[src/rtl/poly_pkg.sv]
// Shared definitions for the two-operand coefficient streamer:
// default sizing, bank-select encodings and the streamer FSM states.
package poly_pkg;

    localparam int Q    = 17;   // coefficient modulus
    localparam int N    = 8;    // coefficients per polynomial
    localparam int LOGQ = 5;    // coefficient width
    localparam int LOGN = 3;    // index width, N == 2**LOGN

    localparam logic SEL_A = 1'b0;
    localparam logic SEL_B = 1'b1;

    typedef enum logic [1:0] {
        IDLE   = 2'd0,
        STREAM = 2'd1,
        DONE   = 2'd2
    } state_t;

endpackage

[src/rtl/poly_coeff_bank.sv]
// Operand A/B coefficient storage: one write port, two asynchronous reads
// at a shared index. Storage is never reset.
// Optional macro POLY_STREAM_REDUCE_EN: reduce write data modulo q before
// it is stored; otherwise data is stored verbatim.
module poly_coeff_bank import poly_pkg::*; #(
    parameter int COEF_Q = Q,
    parameter int COEF_N = N,
    parameter int COEF_W = LOGQ,
    parameter int IDX_W  = LOGN
) (
    input  logic              clk,
    input  logic              wr_en,
    input  logic              wr_sel,
    input  logic [IDX_W-1:0]  wr_addr,
    input  logic [COEF_W-1:0] wr_data,
    input  logic [IDX_W-1:0]  rd_idx,
    output logic [COEF_W-1:0] rd_a,
    output logic [COEF_W-1:0] rd_b
);

    logic [COEF_W-1:0] r_bank_a [COEF_N];
    logic [COEF_W-1:0] r_bank_b [COEF_N];
    logic [COEF_W-1:0] w_wdata;
    logic              w_hit_a;
    logic              w_hit_b;

`ifdef POLY_STREAM_REDUCE_EN
    assign w_wdata = COEF_W'(32'(wr_data) % COEF_Q);
`else
    assign w_wdata = wr_data;
`endif

    // A write landing at the index being read is forwarded, so a write and
    // a start in the same cycle stream the freshly written value.
    assign w_hit_a = wr_en && (wr_sel == SEL_A) && (wr_addr == rd_idx);
    assign w_hit_b = wr_en && (wr_sel == SEL_B) && (wr_addr == rd_idx);
    assign rd_a    = w_hit_a ? w_wdata : r_bank_a[rd_idx];
    assign rd_b    = w_hit_b ? w_wdata : r_bank_b[rd_idx];

    // Single write port into the selected bank.
    always_ff @(posedge clk) begin
        if (wr_en) begin
            if (wr_sel == SEL_A) r_bank_a[wr_addr] <= w_wdata;
            else                 r_bank_b[wr_addr] <= w_wdata;
        end
    end

endmodule

[src/rtl/poly_pair_streamer.sv]
// Streams N (A[i], B[i]) coefficient pairs over valid/ready after start.
// Valid and data are registered and never depend on out_ready.
// Optional macro POLY_STREAM_REDUCE_EN is handled inside poly_coeff_bank.
module poly_pair_streamer import poly_pkg::*; #(
    parameter int COEF_Q = Q,
    parameter int COEF_N = N,
    parameter int COEF_W = LOGQ,
    parameter int IDX_W  = LOGN
) (
    input  logic              clk,
    input  logic              reset_n,
    input  logic              wr_en,
    input  logic              wr_sel,
    input  logic [IDX_W-1:0]  wr_addr,
    input  logic [COEF_W-1:0] wr_data,
    input  logic              start,
    output logic              busy,
    output logic              done,
    output logic              out0_valid,
    output logic              out1_valid,
    output logic [COEF_W-1:0] poly_out0,
    output logic [COEF_W-1:0] poly_out1,
    input  logic              out_ready
);

    state_t            r_state, w_state_nxt;
    logic [IDX_W-1:0]  r_idx, w_idx_nxt, w_rd_idx;
    logic              r_valid, w_valid_nxt;
    logic [COEF_W-1:0] r_out0, r_out1, w_out0_nxt, w_out1_nxt;
    logic [COEF_W-1:0] w_rd_a, w_rd_b;
    logic              w_wr_en, w_xfer, w_last;

    assign w_wr_en  = wr_en && (r_state == IDLE);
    assign w_xfer   = r_valid && out_ready;
    assign w_last   = (r_idx == IDX_W'(COEF_N - 1));
    // While streaming, look one ahead so the next pair is ready on transfer.
    assign w_rd_idx = (r_state == STREAM) ? r_idx + 1'b1 : '0;

    poly_coeff_bank #(
        .COEF_Q (COEF_Q),
        .COEF_N (COEF_N),
        .COEF_W (COEF_W),
        .IDX_W  (IDX_W)
    ) u_bank (
        .clk     (clk),
        .wr_en   (w_wr_en),
        .wr_sel  (wr_sel),
        .wr_addr (wr_addr),
        .wr_data (wr_data),
        .rd_idx  (w_rd_idx),
        .rd_a    (w_rd_a),
        .rd_b    (w_rd_b)
    );

    // FSM state register.
    always_ff @(posedge clk) begin
        if (!reset_n) r_state <= IDLE;
        else          r_state <= w_state_nxt;
    end

    // Next state, index and output-register updates.
    always_comb begin
        w_state_nxt = r_state;
        w_idx_nxt   = r_idx;
        w_valid_nxt = r_valid;
        w_out0_nxt  = r_out0;
        w_out1_nxt  = r_out1;
        case (r_state)
            IDLE: begin
                if (start) begin
                    w_state_nxt = STREAM;
                    w_idx_nxt   = '0;
                    w_valid_nxt = 1'b1;
                    w_out0_nxt  = w_rd_a;
                    w_out1_nxt  = w_rd_b;
                end
            end
            STREAM: begin
                if (w_xfer) begin
                    if (w_last) begin
                        w_state_nxt = DONE;
                        w_valid_nxt = 1'b0;
                    end else begin
                        w_idx_nxt  = r_idx + 1'b1;
                        w_out0_nxt = w_rd_a;
                        w_out1_nxt = w_rd_b;
                    end
                end
            end
            DONE: begin
                w_state_nxt = IDLE;
                w_idx_nxt   = '0;
            end
            default: w_state_nxt = IDLE;
        endcase
    end

    // Index, valid and output data registers.
    always_ff @(posedge clk) begin
        if (!reset_n) begin
            r_idx   <= '0;
            r_valid <= 1'b0;
            r_out0  <= '0;
            r_out1  <= '0;
        end else begin
            r_idx   <= w_idx_nxt;
            r_valid <= w_valid_nxt;
            r_out0  <= w_out0_nxt;
            r_out1  <= w_out1_nxt;
        end
    end

    assign busy       = (r_state != IDLE);
    assign done       = (r_state == DONE);
    assign out0_valid = r_valid;
    assign out1_valid = r_valid;
    assign poly_out0  = r_out0;
    assign poly_out1  = r_out1;

endmodule

[config.mk]
export PLATFORM = sky130hd
export DESIGN_NAME = poly_pair_streamer
export DESIGN_NICKNAME = d
export VERILOG_FILES = /design/src/rtl/poly_pkg.sv /design/src/rtl/poly_coeff_bank.sv /design/src/rtl/poly_pair_streamer.sv
export SDC_FILE = /design/constraint.sdc
export NUM_CORES = 1
export LEC_CHECK = 0
export CORE_ASPECT_RATIO = 0.9
export CORE_UTILIZATION = 45
export DETAILED_ROUTE_END_ITERATION = 7
export PLACE_DENSITY_LB_ADDON = 0.05
export SLEW_MARGIN = 20
export SYNTH_ARGS = -nofsm -noshare
export SYNTH_HDL_FRONTEND = slang
export SYNTH_SLANG_ARGS = --single-unit
[constraint.sdc]
create_clock -name clk -period 1.8 [get_ports clk]
set_input_delay 0.54 -clock clk [delete_from_list [all_inputs] [get_ports clk]]
set_output_delay 0.54 -clock clk [all_outputs]
set_load 0.01 [all_outputs]
After elaboration in Yosys (flattened, before gate mapping). Memories as Yosys holds them, arrays and structs flattened. Index checks and enable logic that the tools add are counted. Widths: inputs -> output; s select.

Add/sub/neg operators: 1. Equal/unequal tests: 8. Muxes and demuxes: 29. Bitwise gates (word level): 1. Reductions and logical operators: 14.

Operator list (count): $mux 5 (8); $pmux 5 s2 (2); $mux 3 (4); $reduce_and 4->1 (3); $mux 1 (9); $pmux 3 s3 (1); $ne 2x2->1 const B (4); $logic_and 1x1->1 (6); $mux 2 (3); $pmux 2 s2 (1); $reduce_bool 2->1 (2); $add 3x1->3 const B (1); $eq 3x3->1 (1); $eq 3x3->1 const B (1); $reduce_and 3->1 (1); $reduce_bool 3->1 (1); $eq 2x1->1 const B (1); $eq 2x2->1 const B (1); $logic_not 2->1 (1); $pmux 1 s2 (1); $not 1->1 (1).

Register bits after elaboration: 16. Memories kept: 2. Output and inout bits: 14. Memory bits (writable): 80. Word-level logic and storage cells: 60.

Memory list: u_bank.r_bank_a (words 8, bits a word 5, rd ports 1, clocked after memory_dff 0, write ports 1, line poly_coeff_bank.sv:21) `logic [COEF_W-1:0] r_bank_a [COEF_N];`; u_bank.r_bank_b (words 8, bits a word 5, rd ports 1, clocked after memory_dff 0, write ports 1, line poly_coeff_bank.sv:22) `logic [COEF_W-1:0] r_bank_b [COEF_N];`.

Logic depth before layout (Yosys ltp). Gate-level depths: netlist of run 1.

Depth in word-level cells: 8. Gate-level depth with buffers: 8.

Hierarchy. Synthesis of run 1 repeated with hierarchy kept, for this count alone.

Cells, all modules: 246. Area total of the unflattened synthesis: 4160.2 um^2.

By module, submodules not included: poly_coeff_bank (times used 1, area each 3372.0 um^2, cells each 159); poly_pair_streamer (times used 1, area each 788.3 um^2, cells each 87).

Least setup slack after synthesis of run 1. Ideal clock, no wire load.

Path kind: in2reg. Start: in wr_addr[2]. End: reg r_out0[3] (netlist: poly_out0[3]). Slack: -0.043 ns. Buffers on the path: 0. Data required time: 1.741 ns. Library setup time: 0.059 ns. Arrival time: 1.784 ns. Cell stages on the path: 5. Cell sequence: or4b_1 -> nor2_1 -> nand2_1 -> a21oi_1 -> a31o_1.

Word-level cells in the longest chain between the ends: 6. Elaborated cells on any way between the ends: 7.

Ends and longest elaborated chain: from (decl) (line poly_pair_streamer.sv:14) `input logic [IDX_W-1:0] wr_addr,`; $eq 3x3->1 (*) (line poly_coeff_bank.sv:35) `assign w_hit_a = wr_en && (wr_sel == SEL_A) && (wr_addr == rd_idx);`; $logic_and 1x1->1 (*) (line poly_coeff_bank.sv:35); $mux 5 (*) (line poly_coeff_bank.sv:37) `assign rd_a = w_hit_a ? w_wdata : r_bank_a[rd_idx];`; $mux 5 (line poly_pair_streamer.sv:80) `if (w_last) begin`; $mux 5 (line poly_pair_streamer.sv:79) `if (w_xfer) begin`; $pmux 5 s2 (*) (line poly_pair_streamer.sv:68) `case (r_state)`; to (signal assigned) (line poly_pair_streamer.sv:108) `r_out0 <= w_out0_nxt;`; to (decl) (line poly_pair_streamer.sv:29) `logic [COEF_W-1:0] r_out0, r_out1, w_out0_nxt, w_out1_nxt;`.

Every way passes the cells marked *; elsewhere a longest branch is shown, timed or not. The select of a mux whose other input is x is not followed. A chain may end at the register's enable or synchronous reset.

Worst setup path in the final report of run 1.
Start: reg r_idx[0]. End: reg r_out0[0] (netlist: poly_out0[0]).

Word-level cells in the longest chain between the ends: 8. Elaborated cells on any way between the ends: 13.

Ends and longest elaborated chain: from (decl) (line poly_pair_streamer.sv:27) `logic [IDX_W-1:0] r_idx, w_idx_nxt, w_rd_idx;`; from (signal assigned) (line poly_pair_streamer.sv:106) `r_idx <= w_idx_nxt;`; branches (longest 8 deep; another with $mem_v2 8x5).

Several ways; the timed one is not identified. The select of a mux whose other input is x is not followed.

==> results.toml, run 1 <==
[outcome]
status = "completed"

[final_layout]
diodes = 0
layout.nets = 404
final_layout_size_suffix_gt1_frac = 0.323
post-route-util = 0.612
areaGrowthSynthToFinish_pct = 30.9
fin_cells = 512

[detailed_routing]
wl_mm = 9.60
dr.pass1.iters = 4
met1_length_mm = 4.61
met3_length_um = 656
drc = 0
drt_iter0_drc = 176
wl_met2_mm = 4.27
ant_nets = 0
vias = 2789
avgRoutedWirePerCell_um = 18.8
routed_via_density = 5.45
highest_layer = "met4"

[synth]
synthesis.nets = 306
synth_top_area_cell = "edfxtp_1"
synth_top_cells_by_area = "edfxtp_1, dfxtp_1, mux2i_1"
async_flop_share = 0
yosysTopAreaCellShare = 0.597
synth.avg_cell_area_um2 = 13.9
yosysUniqueCellTypes = 48
synth-edff-count = 80
yosysSeqAreaShare = 0.677
netlist_area_um2 = 4020
netlist_instances = 290
postSynth.topFlopCell = "edfxtp_1"
netlist_top_cells_count = "edfxtp_1, nor2_1, nand2_1, mux2i_1, dfxtp_1"
yosysMostFrequentCell = "edfxtp_1"
synth_seq_cells = 96
yosysWarnings = 0

[clock_tree]
cts_max_level = 3
clk-insertion-delay-late_ps = 360
ctsHoldBuffers = 0
clockBufferDepth = 2
clock-root-buffer = "clkbuf_8"
clkTransAtPathRegs_ps = 100
numCtsBuffers = 9
cts_tree = "built"
clkSinkCount = 96

[sta]
fin_worst_skew_ps = 9.90
worst_slew_pin_slew_ps = 368
max_slew_margin = 0.749
hold_viol_final = 0
finalHoldWorstSlack_ps = 532
setup_viol = 0
maxSlewViolCount = 0
fmax_mhz = 559
period_minus_slack_ps = 1790
rsz0062_at_grt = "yes"
fin_crit_sh = 0.994

[power_and_ir_drop]
finalPower_mw = 4.26
p_per_area_nw_per_um2 = 809
power.leakage_nw = 1.92
peakVddDrop_v = 0.000518

[placement]
dp_hpwl_mm = 6.93
port_buffers = 27
globalplace.congestion = 0.849
dp.cells = 488

[floorplan]
die_h_um = 91.7
die_w_um = 102
initial_core_util = 0.467
rows = 32
ioPinCount = 28
dieArea_um2 = 9320
core_um2 = 8610

[critical_path]
path_class = "reg -> reg"
cp.required_ps = 2090
start_kind = "flop"
crit_arrival_ps = 2080
endpoint_kind = "flop"
crit_path_max_fanout = 6

[grt]
track_usage = 0.225
grt_max_degree = 18
grt_pass1_wl_mm = 14.8
antenna_found_initial = 0
grt_overflow = 0
grt_pass1_vias = 2697

[min_path]
hold_path.class = "reg -> reg"

[flow_run]
drv_cap = 0
[metal layers]
| layer | vias to the layer above | GRT usage |
|---|---|---|
| li1 | 1336 | - |
| met5 | - | 0 |
| met1 | 1344 | 0.329 |
| met3 | 6 | 0.0465 |
| met4 | 0 | 0.0628 |
| met2 | 103 | 0.338 |
[path summary, 6_finish.rpt]
path,endpoint,from,cells past startpoint,slack [ps]
worst max-delay path,poly_out0[0]$_SDFFE_PN0P_,r_idx[0]$_SDFFE_PN0P_,8,10
worst min-delay path,r_idx[1]$_SDFFE_PN0P_,r_idx[1]$_SDFFE_PN0P_,2,530
worst max register to register,poly_out0[0]$_SDFFE_PN0P_,r_idx[0]$_SDFFE_PN0P_,8,10
worst min register to register,r_idx[1]$_SDFFE_PN0P_,r_idx[1]$_SDFFE_PN0P_,2,530
[metrics by stage]
stage	worst slack (ps)	area [um^2]	TNS [ps]
6_report	10.3	5270	0
5_1_grt	-66.3	5270	-183
4_1_cts	-78.0	5200	-526
3_5_place_dp	-472	4870	-29950
3_3_place_gp	-432	4870	-28770
2_1_floorplan	11.2	4030	0
[registers in the layout, summed over array words and instances (netlist names)]
register,count
out0_valid,1
poly_out0,5
r_idx,3
poly_out1,5
u_bank.r_bank_a,40
u_bank.r_bank_b,40
r_state,2
[repair_timing]
action / in CTS / in global routing
gates cloned: 1 / 0
resized for setup: 36 / 27
endpoints found under the setup margin: 41 / 59
pin swaps: 13 / 13
buffers inserted: 5 / 4
[cells in the final DEF (no fill, tap or decap), types with 3 or more instances in the layout]
| master | Yosys | layout |
|---|---|---|
| clkbuf_8 | 0 | 9 |
| a21oi_2 | 0 | 4 |
| nand3_1 | 8 | 8 |
| nand2b_1 | 5 | 3 |
| clkdlybuf4s50_1 | 0 | 11 |
| a31oi_1 | 5 | 5 |
| dfxtp_1 | 16 | 11 |
| mux2i_1 | 17 | 17 |
| nand3b_1 | 3 | 3 |
| a211oi_1 | 5 | 4 |
| a221o_1 | 4 | 4 |
| buf_6 | 1 | 8 |
| o221ai_2 | 0 | 3 |
| edfxtp_1 | 80 | 80 |
| mux2_2 | 5 | 5 |
| dlygate4sd2_1 | 0 | 10 |
| clkinv_1 | 1 | 3 |
| dlymetal6s2s_1 | 0 | 5 |
| nor2_1 | 30 | 26 |
| o211ai_1 | 5 | 5 |
| inv_1 | 3 | 3 |
| nand2_1 | 18 | 18 |
| o221ai_1 | 11 | 8 |
| buf_4 | 4 | 65 |
| nor2_2 | 0 | 3 |
| a21oi_1 | 9 | 5 |
| o21ai_2 | 0 | 3 |
| dfxtp_2 | 0 | 3 |
| o21ai_0 | 11 | 9 |
| a31o_1 | 5 | 5 |
[critical path: stages, from the launching register on]
cell and delay [ps]:
dfxtp_2 350, ha_4 160, ha_4 230, nand3b_1 130
buf_6 150, a221o_1 130, a21oi_2 40, or3_4 370
a31oi_1 160
[power by group]
part	switching, mW	leakage (nW)	internal, mW
registers	0.0218	0.856	2.45
clock network	0.754	0.0872	0.515
logic	0.271	0.977	0.251
[cells by family (layout without fill, tap and decap cells)]
| family | after synthesis | in the layout | share of synthesized area |
|---|---|---|---|
| AND/OR/NAND/NOR | 85 | 85 | 0.113 |
| adder cells (fa/ha/maj) | 2 | 2 | 0.00622 |
| flip-flops | 96 | 96 | 0.677 |
| AO/OA/AOI/OAI | 67 | 67 | 0.121 |
| buffers and inverters | 18 | 121 | 0.0274 |
| multiplexers | 22 | 22 | 0.0563 |
[cell type report]
cell class / instances / area, um^2
tap: 119 / 149
sequential: 96 / 2730
multi-input combinational: 176 / 1330
clock buffer: 9 / 124
inverter: 4 / 15.0
fill: 709 / 3340
clock inverter: 7 / 52.6
timing repair buffer: 101 / 863
No activity file was read; power rests on OpenSTA's default activity.
==> run 2: changes to the inputs <==
HOLD_SLACK_MARGIN = 0.05   (was unset)
==> results of run 2 <==
Final layout, timing and power as in run 1 (identical DEF).
==> run 3: changes to the inputs <==
CORE_ASPECT_RATIO = unset   (was 0.9)
==> run 3 against run 2 <==
Die area about the same. The flow now finishes with violations (negative setup slack). Largest power group unchanged. Combinational power decreased by 2%. Non-clock buffer count decreased by 8. Flip-flop and latch count unchanged. Critical path type unchanged. Cell count decreased by 3.7%. Clock-buffer cell count unchanged. Maximum frequency decreased by 0.81%. Register-to-register slack about the same. Core utilization decreased by 1.4 points. Total power increased by 0.11%.
==> results.toml, run 3 (synthesis gave the netlist of run 1 again) <==
[outcome]
status = "finished, violations left"
violations = "negative setup slack"

[placement]
port_buffers = 27
dpl_worst_slack_ps = -399
dpl-instance-area_um2 = 4810
globalplace.congestion = 0.785
dp_hpwl_mm = 6.76

[final_layout]
final_layout_size_suffix_gt1_frac = 0.301
areaGrowthSynthToFinish_pct = 28.9
diodes = 0
largest_registers = "u_bank.r_bank_a: 40 flops, u_bank.r_bank_b: 40 flops"
final_cell_mix = "edfxtp_1, buf_4, nor2_1"
layout.nets = 396
final_cell_area_um2 = 5190
final_common_cell = "edfxtp_1"

[min_path]
hold_depth = 2
hold_path.class = "reg -> reg"
worstHoldEndpoint = "poly_out0[4]$_SDFFE_PN0P_"
hp-start = "poly_out0[4]$_SDFFE_PN0P_"

[detailed_routing]
drt_iter0_drc = 132
drc = 0
ant_nets = 0
dr.pass1.iters = 4
avgRoutedWirePerCell_um = 18.7
wl_mm = 9.22
vias = 2660
routed_via_density = 5.40

[sta]
fin_crit_sh = 1.00
finalHoldWorstSlack_ps = 551
fin_worst_skew_ps = 6.01
worst_slew_pin_slew_ps = 334
hold_viol_final = 0
period_minus_slack_ps = 1800
rsz0062_at_grt = "yes"
maxSlewViolCount = 0
max_slew_margin = 0.776
fmax_mhz = 554
fin_ws_ps = -4.20
setup_viol = 1

[clock_tree]
clockBufferDepth = 2
cts_max_level = 3
clkTransAtPathRegs_ps = 90
cts_tree = "built"
clock-root-buffer = "clkbuf_8"
numCtsBuffers = 9
clk-insertion-delay-late_ps = 360
clkSinkCount = 96

[critical_path]
timing.rr.end = "poly_out1[2]$_SDFFE_PN0P_"
crit_slowest_cell = "dfxtp_4"
endpoint_kind = "flop"
crit_path_max_fanout = 8
path_class = "reg -> reg"
r2r_slack_ps = -4
path_cells = "ha_4 > ha_4 > nand3b_1 > buf_6 > buf_6 > o221ai_2 > o211ai_1 > a31o_1"
reg2reg_depth = 8
cp.required_ps = 2060
crit_arrival_ps = 2070
timing.rr.start = "r_idx[0]$_SDFFE_PN0P_"
slowest_delay_ps = 370
start_kind = "flop"

[grt]
grt_max_degree = 21
grt_pass1_wl_mm = 14.0
grt_overflow = 0
grt_pass1_vias = 2552
antenna_found_initial = 0
track_usage = 0.215

[floorplan]
die_h_um = 96.6
core_um2 = 8680
ioPinCount = 28
dieArea_um2 = 9320
die_w_um = 96.6
rows = 34
initial_core_util = 0.464

[power_and_ir_drop]
peakVddDrop_v = 0.000513
p_per_area_nw_per_um2 = 823
finalPower_mw = 4.27
power.leakage_nw = 1.92

[flow_run]
drv_cap = 0
## run 3: changes by cell type in the layout (fill, tap and decap cells not counted), sizes merged
cell / previous run / this run
clkbuf: 9 / 10
inv: 6 / 5
dlygate4sd2: 10 / 5
dlymetal6s2s: 5 / 10
clkinv: 4 / 3
clkinvlp: 1 / 3
buf: 75 / 66
## run 3: area by class of cell
class | instances | area [um^2]
clock inverter | 7 | 55.1
timing repair buffer | 93 | 810
sequential | 96 | 2740
tap | 108 | 135
fill | 730 | 3490
multi-input combinational | 176 | 1310
inverter | 4 | 15.0
clock buffer | 9 | 124
## run 3: where the power goes
| group | switching [mW] | total (mW) | internal [mW] |
|---|---|---|---|
| clock network | 0.772 | 1.29 | 0.514 |
| logic | 0.261 | 0.509 | 0.248 |
| registers | 0.0222 | 2.47 | 2.45 |
| total | 1.05 | 4.27 | 3.21 |
## run 3: worst max-delay path by stage
stage	startpoint	endpoint	slack (ps)	cells after the start
after floorplan	r_idx[0]$_SDFFE_PN0P_	poly_out0[4]$_SDFFE_PN0P_	10	8
after global placement	wr_en	u_bank.r_bank_a[3][0]$_DFFE_PP_	-410	6
after detailed placement	wr_en	u_bank.r_bank_a[3][1]$_DFFE_PP_	-400	6
after CTS	r_state[1]$_SDFFE_PN0P_	done	-9	4
after global routing	r_idx[0]$_SDFFE_PN0P_	poly_out1[2]$_SDFFE_PN0P_	-120	8
final	r_idx[0]$_SDFFE_PN0P_	poly_out1[2]$_SDFFE_PN0P_	-4	8
## run 3: routing by layer
| layer | vias to the layer above | part of all wire | GRT usage |
|---|---|---|---|
| met1 | 1265 | 0.49 | 0.323 |
| met4 | 0 | 0.012 | 0.0760 |
| met2 | 71 | 0.44 | 0.309 |
| met5 | - | 0 | 0 |
| li1 | 1317 | - | - |
| met3 | 7 | 0.056 | 0.0415 |
## run 3: what timing repair did
item	in CTS	in global routing
pin swaps	15	13
hold buffers	0	0
gates resized for setup	32	24
setup endpoints to repair	41	82
setup buffers	4	0
## run 3: worst max-delay path, delay by kind of cell (launching register included)
family          cells  cell delay (ps)
flops               1              370
buf+inv             2              310
simple gates        1              140
compound gates      3              450
fa+ha+maj           2              420
## run 3: metrics by stage
step                      instances  utilization  setup TNS (ps)
after floorplan                 290            -               0
after global placement          473        0.554          -29090
after detailed placement        473        0.554          -29250
after CTS                       493        0.589           -15.1
after global routing            493        0.598            -768
final                           493        0.598           -4.20
